==> config.mk <==
export PLATFORM = sky130hd
export DESIGN_NAME = ftdi_ser_ctrl
export DESIGN_NICKNAME = d
export VERILOG_FILES = /design/src/rtl/ftdi_ser_ctrl.sv
export SDC_FILE = /design/constraint.sdc
export NUM_CORES = 1
export LEC_CHECK = 0
export ABC_AREA = 1
export CORE_ASPECT_RATIO = 0.5
export CORE_UTILIZATION = 58
export DETAILED_ROUTE_END_ITERATION = 6
export GPL_TIMING_DRIVEN = 1
export MAX_ROUTING_LAYER = met4
export PLACE_DENSITY = 0.84
export SLEW_MARGIN = 20
export SYNTH_ARGS = -nofsm -noshare
export SYNTH_HDL_FRONTEND = slang
export SYNTH_SLANG_ARGS = --single-unit
==> constraint.sdc <==
create_clock -name AClkH -period 4.7 [get_ports AClkH]
set_input_delay 0.94 -clock AClkH [delete_from_list [all_inputs] [get_ports AClkH]]
set_output_delay 0.94 -clock AClkH [all_outputs]
set_load 0.01 [all_outputs]
==> src/rtl/ftdi_ser_ctrl.sv <==
// rtl/ftdi_ser_ctrl.sv - FTDI synchronous serial link sequencer (optional parity: FTDI_SER_PARITY_EN)
module ftdi_ser_ctrl #(
  parameter int CDiv    = 4,
  parameter int CBitCnt = 8
) (
  input  logic       AClkH,
  input  logic       AResetHN,
  input  logic       AClkHEn,
  input  logic [7:0] ATxData,
  input  logic       ATxValid,
  output logic       ATxReady,
  input  logic       ASerI,
  output logic       ASerO,
  output logic       ASerClk,
  output logic       AShiftStb,
  output logic       ALoadStb,
  output logic [7:0] ARxData,
  output logic       ARxValid,
  output logic       ARxPErr,
  output logic       ABusy
);

`ifdef FTDI_SER_PARITY_EN
  localparam int CFrameBits = CBitCnt + 1;
`else
  localparam int CFrameBits = CBitCnt;
`endif

  typedef enum logic [1:0] {StIdle, StShift, StLoad} stateT;

  stateT                 state, stateNxt;
  logic [7:0]            divCnt;
  logic                  serClk;
  logic [3:0]            bitCnt;
  logic [CFrameBits-1:0] txSr;
  logic [CFrameBits-1:0] rxSr;
  logic                  serO;
  logic [7:0]            rxData;
  logic                  rxPErr;

  logic divEnd, riseEv, fallEv, lastFall;

  assign divEnd   = (divCnt == 8'(CDiv - 1));
  assign riseEv   = (state == StShift) && divEnd && !serClk;
  assign fallEv   = (state == StShift) && divEnd && serClk;
  assign lastFall = fallEv && (bitCnt == 4'(CFrameBits));

  always_ff @(posedge AClkH) begin
    if (!AResetHN) state <= StIdle;
    else if (AClkHEn) state <= stateNxt;
  end

  always_comb begin
    stateNxt  = state;
    ATxReady  = 1'b0;
    ABusy     = 1'b1;
    AShiftStb = 1'b0;
    ALoadStb  = 1'b0;
    ARxValid  = 1'b0;
    case (state)
      StIdle: begin
        ATxReady = 1'b1;
        ABusy    = 1'b0;
        if (ATxValid) stateNxt = StShift;
      end
      StShift: begin
        AShiftStb = riseEv && AClkHEn;
        if (lastFall) stateNxt = StLoad;
      end
      StLoad: begin
        ALoadStb = AClkHEn;
        ARxValid = AClkHEn;
        stateNxt = StIdle;
      end
      default: stateNxt = StIdle;
    endcase
  end

  always_ff @(posedge AClkH) begin
    if (!AResetHN) begin
      divCnt <= '0;
      serClk <= 1'b0;
      bitCnt <= '0;
      txSr   <= '0;
      rxSr   <= '0;
      serO   <= 1'b0;
      rxData <= '0;
      rxPErr <= 1'b0;
    end else if (AClkHEn) begin
      case (state)
        StIdle: begin
          if (ATxValid) begin
`ifdef FTDI_SER_PARITY_EN
            txSr <= {ATxData, ^ATxData};
`else
            txSr <= ATxData;
`endif
            serO   <= ATxData[7];
            divCnt <= '0;
            serClk <= 1'b0;
            bitCnt <= '0;
            rxSr   <= '0;
          end
        end
        StShift: begin
          if (divEnd) begin
            divCnt <= '0;
            serClk <= ~serClk;
          end else begin
            divCnt <= divCnt + 8'd1;
          end
          if (riseEv) begin
            rxSr   <= {rxSr[CFrameBits-2:0], ASerI};
            bitCnt <= bitCnt + 4'd1;
          end
          if (fallEv) begin
            txSr <= {txSr[CFrameBits-2:0], 1'b0};
            serO <= txSr[CFrameBits-2];
          end
          // Capture on the final falling edge so the byte is already stable during the LOAD cycle.
          if (lastFall) begin
`ifdef FTDI_SER_PARITY_EN
            rxData <= rxSr[CFrameBits-1:1];
            rxPErr <= ^rxSr;
`else
            rxData <= rxSr;
            rxPErr <= 1'b0;
`endif
          end
        end
        StLoad: serO <= 1'b0;
        default: ;
      endcase
    end
  end

  assign ASerO   = serO;
  assign ASerClk = serClk;
  assign ARxData = rxData;
  assign ARxPErr = rxPErr;

endmodule

==> results of run 1 <==
-- sequential cells by signal (all words and copies together), names as in the netlist --
signal	cells
bitCnt	4
ASerO	1
divCnt	8
ARxData	8
ASerClk	1
state	2
rxSr	8
txSr	7
-- where the power goes --
group	leakage [nW]	switching [W]	internal [W]	total, W
combinational	0.729	0.0000754	0.0000466	0.000122
sequential	0.317	0.00000780	0.000346	0.000354
clock	0.0470	0.000111	0.000115	0.000226
-- layout make-up --
class	count	area, sq um
Fill cell	260	783
Sequential cell	39	781
Multi-Input combinational cell	212	1040
Clock buffer	6	82.6
Timing Repair Buffer	27	270
Clock inverter	1	5.00
Tap cell	48	60.1
Inverter	50	188
-- cells in the final DEF (no fill, tap or decap) --
master / n
nand2_1: 77
inv_1: 48
dfxtp_1: 39
nor2_1: 39
clkdlybuf4s50_1: 27
nand3_1: 23
a21oi_1: 21
nor3_1: 9
nand4_1: 9
ha_1: 7
clkbuf_8: 6
o21a_1: 5
o21ai_0: 4
nor2_2: 3
nand2_2: 3
inv_2: 2
nand3_2: 2
nand2_4: 1
or2_2: 1
nor2_4: 1
o211ai_1: 1
a21boi_0: 1
nor3b_1: 1
xor2_1: 1
nand3b_1: 1
o21ai_1: 1
conb_1: 1
clkinv_2: 1
-- worst max-delay path by stage --
stage and to:
3_5_place_dp AShiftStb, 6_report AShiftStb, 3_3_place_gp AShiftStb, 4_1_cts AShiftStb, 5_1_grt AShiftStb, 2_1_floorplan AShiftStb
-- metal layers --
metal	wire length [um]	vias to the layer above	track usage
li1	-	1016	-
met1	2160	848	0.312
met2	1940	41	0.441
met3	195	7	0.0616
met4	38	0	0.0767
met5	0	-	-
-- per-stage QoR --
stage	instances	hold slack [ps]	instance area, sq um	util	setup slack (ps)
floorplan	313	441	2090	-	2490
global placement	376	456	2330	0.728	1470
detailed placement	376	469	2330	0.728	1450
CTS	383	480	2420	0.756	1380
global route	383	516	2420	0.756	1160
finish	383	480	2420	0.756	1380
-- kinds of logic after synthesis --
group           synth area share
xor+xnor                 0.00418
other cells              0.00179
flops                      0.373
fa+ha+maj                 0.0418
buf+inv                    0.132
simple gates               0.360
compound gates            0.0873
-- worst max-delay path, stage by stage, from the launching register on --
cell,delay [ps]
dfxtp_1,350
inv_1,90
ha_1,370
inv_2,200
nor2_2,200
inv_2,130
nor3_1,190
clkdlybuf4s50_1,560
==> flow_metrics.tcl, run 1 <==
set metrics [dict create \
    status "finished, final reports clean" \
    viasPerCell 4.99 \
    crit_arrival_ps 2380 \
    antenna_found_initial 0 \
    startpoint "state[1]" \
    period_minus_slack_ps 3320 \
    fmax_ghz 0.301 \
    clk_latency_ps 290 \
    maxCapViolations 0 \
    vdd_ir_drop_max_uv 233 \
    power_density_mw_per_mm2 290 \
    drive_above_1_share 0.0597 \
    rsz0062_at_grt "no" \
    synth_most_common_cell "nand2_1" \
    cts.reportedPaths.clkPinSlew_ps 70 \
    postSynthNetCount 333 \
    cts_buffers 5 \
    synth_area_per_cell_sq_um 6.69 \
    vias 1912 \
    numPortBuffers 27 \
    post_cts_buffers 0 \
    rrSetupSlack_ps 2290 \
    fin_setup_tns_ps 0 \
    ys_top_cells_by_area "dfxtp_1 (37%), nand2_1 (14%), inv_1 (8.6%)" \
    drt.antenna.violating_nets 0 \
    min_path_type "flip-flop to flip-flop" \
    root_buffer "clkbuf_8" \
    leakage_nw 1.09 \
    wirelength_um 4330 \
    clkSinkCount 39 \
    drtPass1Iterations 4 \
    end_kind "primary output" \
    worstHoldStart "txSr[0]" \
    start_kind "flip-flop" \
    yosys_register_bits 39 \
    synth_warnings 0 \
    synth_common_cells "nand2_1 (77), inv_1 (48), dfxtp_1 (39), nor2_1 (39), nand3_1 (23)" \
    hold_end "txSr[0]" \
    yosysTopAreaCellShare 0.373 \
    wl_per_cell_um 11.3 \
    r2r_cells 8 \
    area_delta_synth_final_pct 15.7 \
    worst_r2r_startpoint "divCnt[0]" \
    p_total_w 0.000701 \
    cts_tree "built" \
    tightest_slew_ps 838 \
    path_max_fanout 14 \
    die_x_um 87.0 \
    grt_pass1_wl_um 7490 \
    synth_enable_flop_cells 0 \
    floorplan.initialDensity 0.653 \
    synth_area_sq_mm 0.00209 \
    yosys.cell_types.count 29 \
    nets 355 \
    ctsResizeCount 0 \
    hold_buffers 0 \
    grt_max_degree 19 \
    drc 0 \
    synthArstFlopShare 0 \
    drtIter0Drc 94 \
    worst_ep_required_time_ps 3760 \
    finalSetupViolCount 0 \
    core_sq_mm 0.00321 \
    critical_path_class "flip-flop to primary output" \
    drv_slew 0 \
    overflow 0 \
    row_count 14 \
    hold_viol 0 \
    r2r-end "rxSr[0]" \
    dieArea_sq_mm 0.00387 \
    dp.final_hpwl_um 3160 \
    gp_congestion 0.862 \
    grt_pass1_vias 1772 \
    track_usage 0.260 \
    holdPathStages 2 \
    yosysSeqAreaShare 0.373 \
    die_h_um 44.5 \
    skew_ps 5.09 \
    cts_max_level 2 \
    synth_flop_cell "dfxtp_1" \
    antenna_cells 0 \
    maxSlewHeadroom 0.440 \
    cts.path.max_buffers 2 \
    io_pins 29 \
    timing.final.crit_share 0.707 \
    syn_inst 313 \
    synth.largest_area_cell "dfxtp_1" \
]
Power figures use the tool's default switching activity.
==> inputs of run 2 (changes only) <==
--- a/config.mk
+++ b/config.mk
@@ -7,11 +7,11 @@
 export LEC_CHECK = 0
 export ABC_AREA = 1
 export CORE_ASPECT_RATIO = 0.5
-export CORE_UTILIZATION = 58
+export CORE_UTILIZATION = 49
 export DETAILED_ROUTE_END_ITERATION = 6
 export GPL_TIMING_DRIVEN = 1
 export MAX_ROUTING_LAYER = met4
-export PLACE_DENSITY = 0.84
+export PLACE_DENSITY = 0.76
 export SLEW_MARGIN = 20
 export SYNTH_ARGS = -nofsm -noshare
 export SYNTH_HDL_FRONTEND = slang
==> constraint.sdc (replaced) <==
create_clock -name AClkH -period 2.76 [get_ports AClkH]
set_input_delay 0.552 -clock AClkH [delete_from_list [all_inputs] [get_ports AClkH]]
set_output_delay 0.552 -clock AClkH [all_outputs]
set_load 0.01 [all_outputs]
==> run 2 against run 1 <==
  * Sequential power up 70%
  * Critical path depth stayed put
  * Routed wire length rose by 1.7%
  * Via count increased by 1.2%
  * Core utilization decreased by 13 points
  * Clock skew up 2.1 ps
  * Worst hold slack lost 3.0 ps
  * Register-to-register slack worse by 1400 ps
  * Sequential share of layout area is 0.97 points lower
  * Global-route usage decreased by 4.4 points
  * Die area rose by 18%
  * Largest power group unchanged
  * Highest routed layer unchanged
==> flow_metrics.tcl, run 2 (synthesis results as in run 1) <==
set metrics [dict create \
    drtIter0Drc 62 \
    cp_cell_sequence "inv_1 -> ha_1 -> inv_2 -> nor2_4 -> inv_2 -> nor3_1 -> clkdlybuf4s50_1" \
    min_path_type "flip-flop to flip-flop" \
    path_max_fanout 14 \
    grt_util_met2 0.357 \
    timing.final.crit_share 0.926 \
    post_cts_buffers 0 \
    vias 1934 \
    drtPass1Iterations 4 \
    num-fill-cells 394 \
    root_buffer "clkbuf_8" \
    power_density_mw_per_mm2 518 \
    finalSetupViolCount 0 \
    drt.antenna.violating_nets 0 \
    ff_latch_area_sq_um 781 \
    dp.final_hpwl_um 3110 \
    worst_ep_required_time_ps 2210 \
    fmax_ghz 0.391 \
    viasPerCell 4.90 \
    met3_usage 0.0514 \
    slowest_stage "clkdlybuf4s50_1" \
    ctsResizeCount 0 \
    antenna_cells 0 \
    cts_buffers 5 \
    drc 0 \
    place_inst 387 \
    wirelength_um 4410 \
    layout_setup_ws_ps 204 \
    clk_latency_ps 290 \
    wl_per_cell_um 11.2 \
    overflow 0 \
    die_x_um 94.4 \
    end_kind "primary output" \
    grt_pass1_vias 1584 \
    final_cell_count_no_fill 395 \
    leakage_nw 1.13 \
    period_minus_slack_ps 2560 \
    hold_viol 0 \
    drv_slew 0 \
    antenna_found_initial 0 \
    start_kind "flip-flop" \
    nets 360 \
    clkSinkCount 39 \
    hold_buffers 0 \
    busiest_layer "met2" \
    p_total_w 0.00129 \
    critical_path_class "flip-flop to primary output" \
    track_usage 0.215 \
    layout_common_cells "nand2_1 (77), inv_1 (48), dfxtp_1 (39), nor2_1 (39), clkdlybuf4s50_1 (27)" \
    fin_setup_tns_ps 0 \
    multiInputGateArea_sq_mm 0.00104 \
    io_pins 29 \
    status "finished, final reports clean" \
    numPortBuffers 27 \
    maxCapViolations 0 \
    pre_cts_slack_ps 273 \
    core_sq_mm 0.00400 \
    rsz0062_at_grt "no" \
    area_delta_synth_final_pct 19.3 \
    cts.reportedPaths.clkPinSlew_ps 80 \
    layout_commonest_cell "nand2_1" \
    floorplan.initialDensity 0.523 \
    cts_tree "built" \
    final_util 0.624 \
    grt_max_degree 19 \
    gp_congestion 0.892 \
    dieArea_sq_mm 0.00455 \
    use_met1 0.269 \
    vdd_ir_drop_max_uv 360 \
    die_h_um 48.2 \
    cpPeakStageDelay_ps 560 \
    crit_arrival_ps 2000 \
    cp_common_cell "inv_2" \
    skew_ps 7.22 \
    grt_pass1_wl_um 7070 \
    row_count 16 \
    cts_max_level 2 \
    cts.path.max_buffers 2 \
    drive_above_1_share 0.0762 \
]
==> run 2: cell count changes in the layout (fill, tap and decap cells not counted), sizes merged <==
cell	before	now
clkbuf	6	5
buf	0	5
bufinv	0	1
clkinv	1	2
==> run 2: area by class of cell <==
cell class,instances,area share
inverters,50,0.0752
clock inverters,3,0.0175
well taps,54,0.0271
multi-input cells,212,0.417
repair buffers,32,0.123
flip-flops and latches,39,0.313
clock buffers,5,0.0276
==> run 2: worst paths after layout <==
kind                                   to  startpoint  cells after the start  slack (ps)
worst max-delay path            AShiftStb    state[1]                      7         200
worst max register to register    rxSr[0]    state[0]                     10         860
worst min register to register    txSr[0]     txSr[0]                      2         480
worst min-delay path              txSr[0]     txSr[0]                      2         480
==> run 2: worst max-delay path, delay by kind of cell, from the launching register on <==
kind / cells / cell delay, ps
buf+inv: 4 / 880
flops: 1 / 350
fa+ha+maj: 1 / 170
simple gates: 2 / 320
==> run 2: routing by layer <==
layer  part of all wire  routed length (um)
met1               0.49                2150
met2               0.46                2040
met3              0.040                 175
met4             0.0088                  39
met5                  0                   0
==> run 2: stage by stage <==
step / hold slack, ps / cell area (sq um)
detailed placement: 463 / 2380
global placement: 452 / 2380
global route: 492 / 2500
finish: 477 / 2500
CTS: 473 / 2490
floorplan: 441 / 2090
==> run 2: where the power goes <==
part           leakage [nW]  total (W)  switching [W]  internal (W)
Sequential            0.317   0.000602      0.0000137      0.000589
Clock                0.0581   0.000484       0.000214      0.000269
Combinational         0.755   0.000208       0.000126     0.0000817
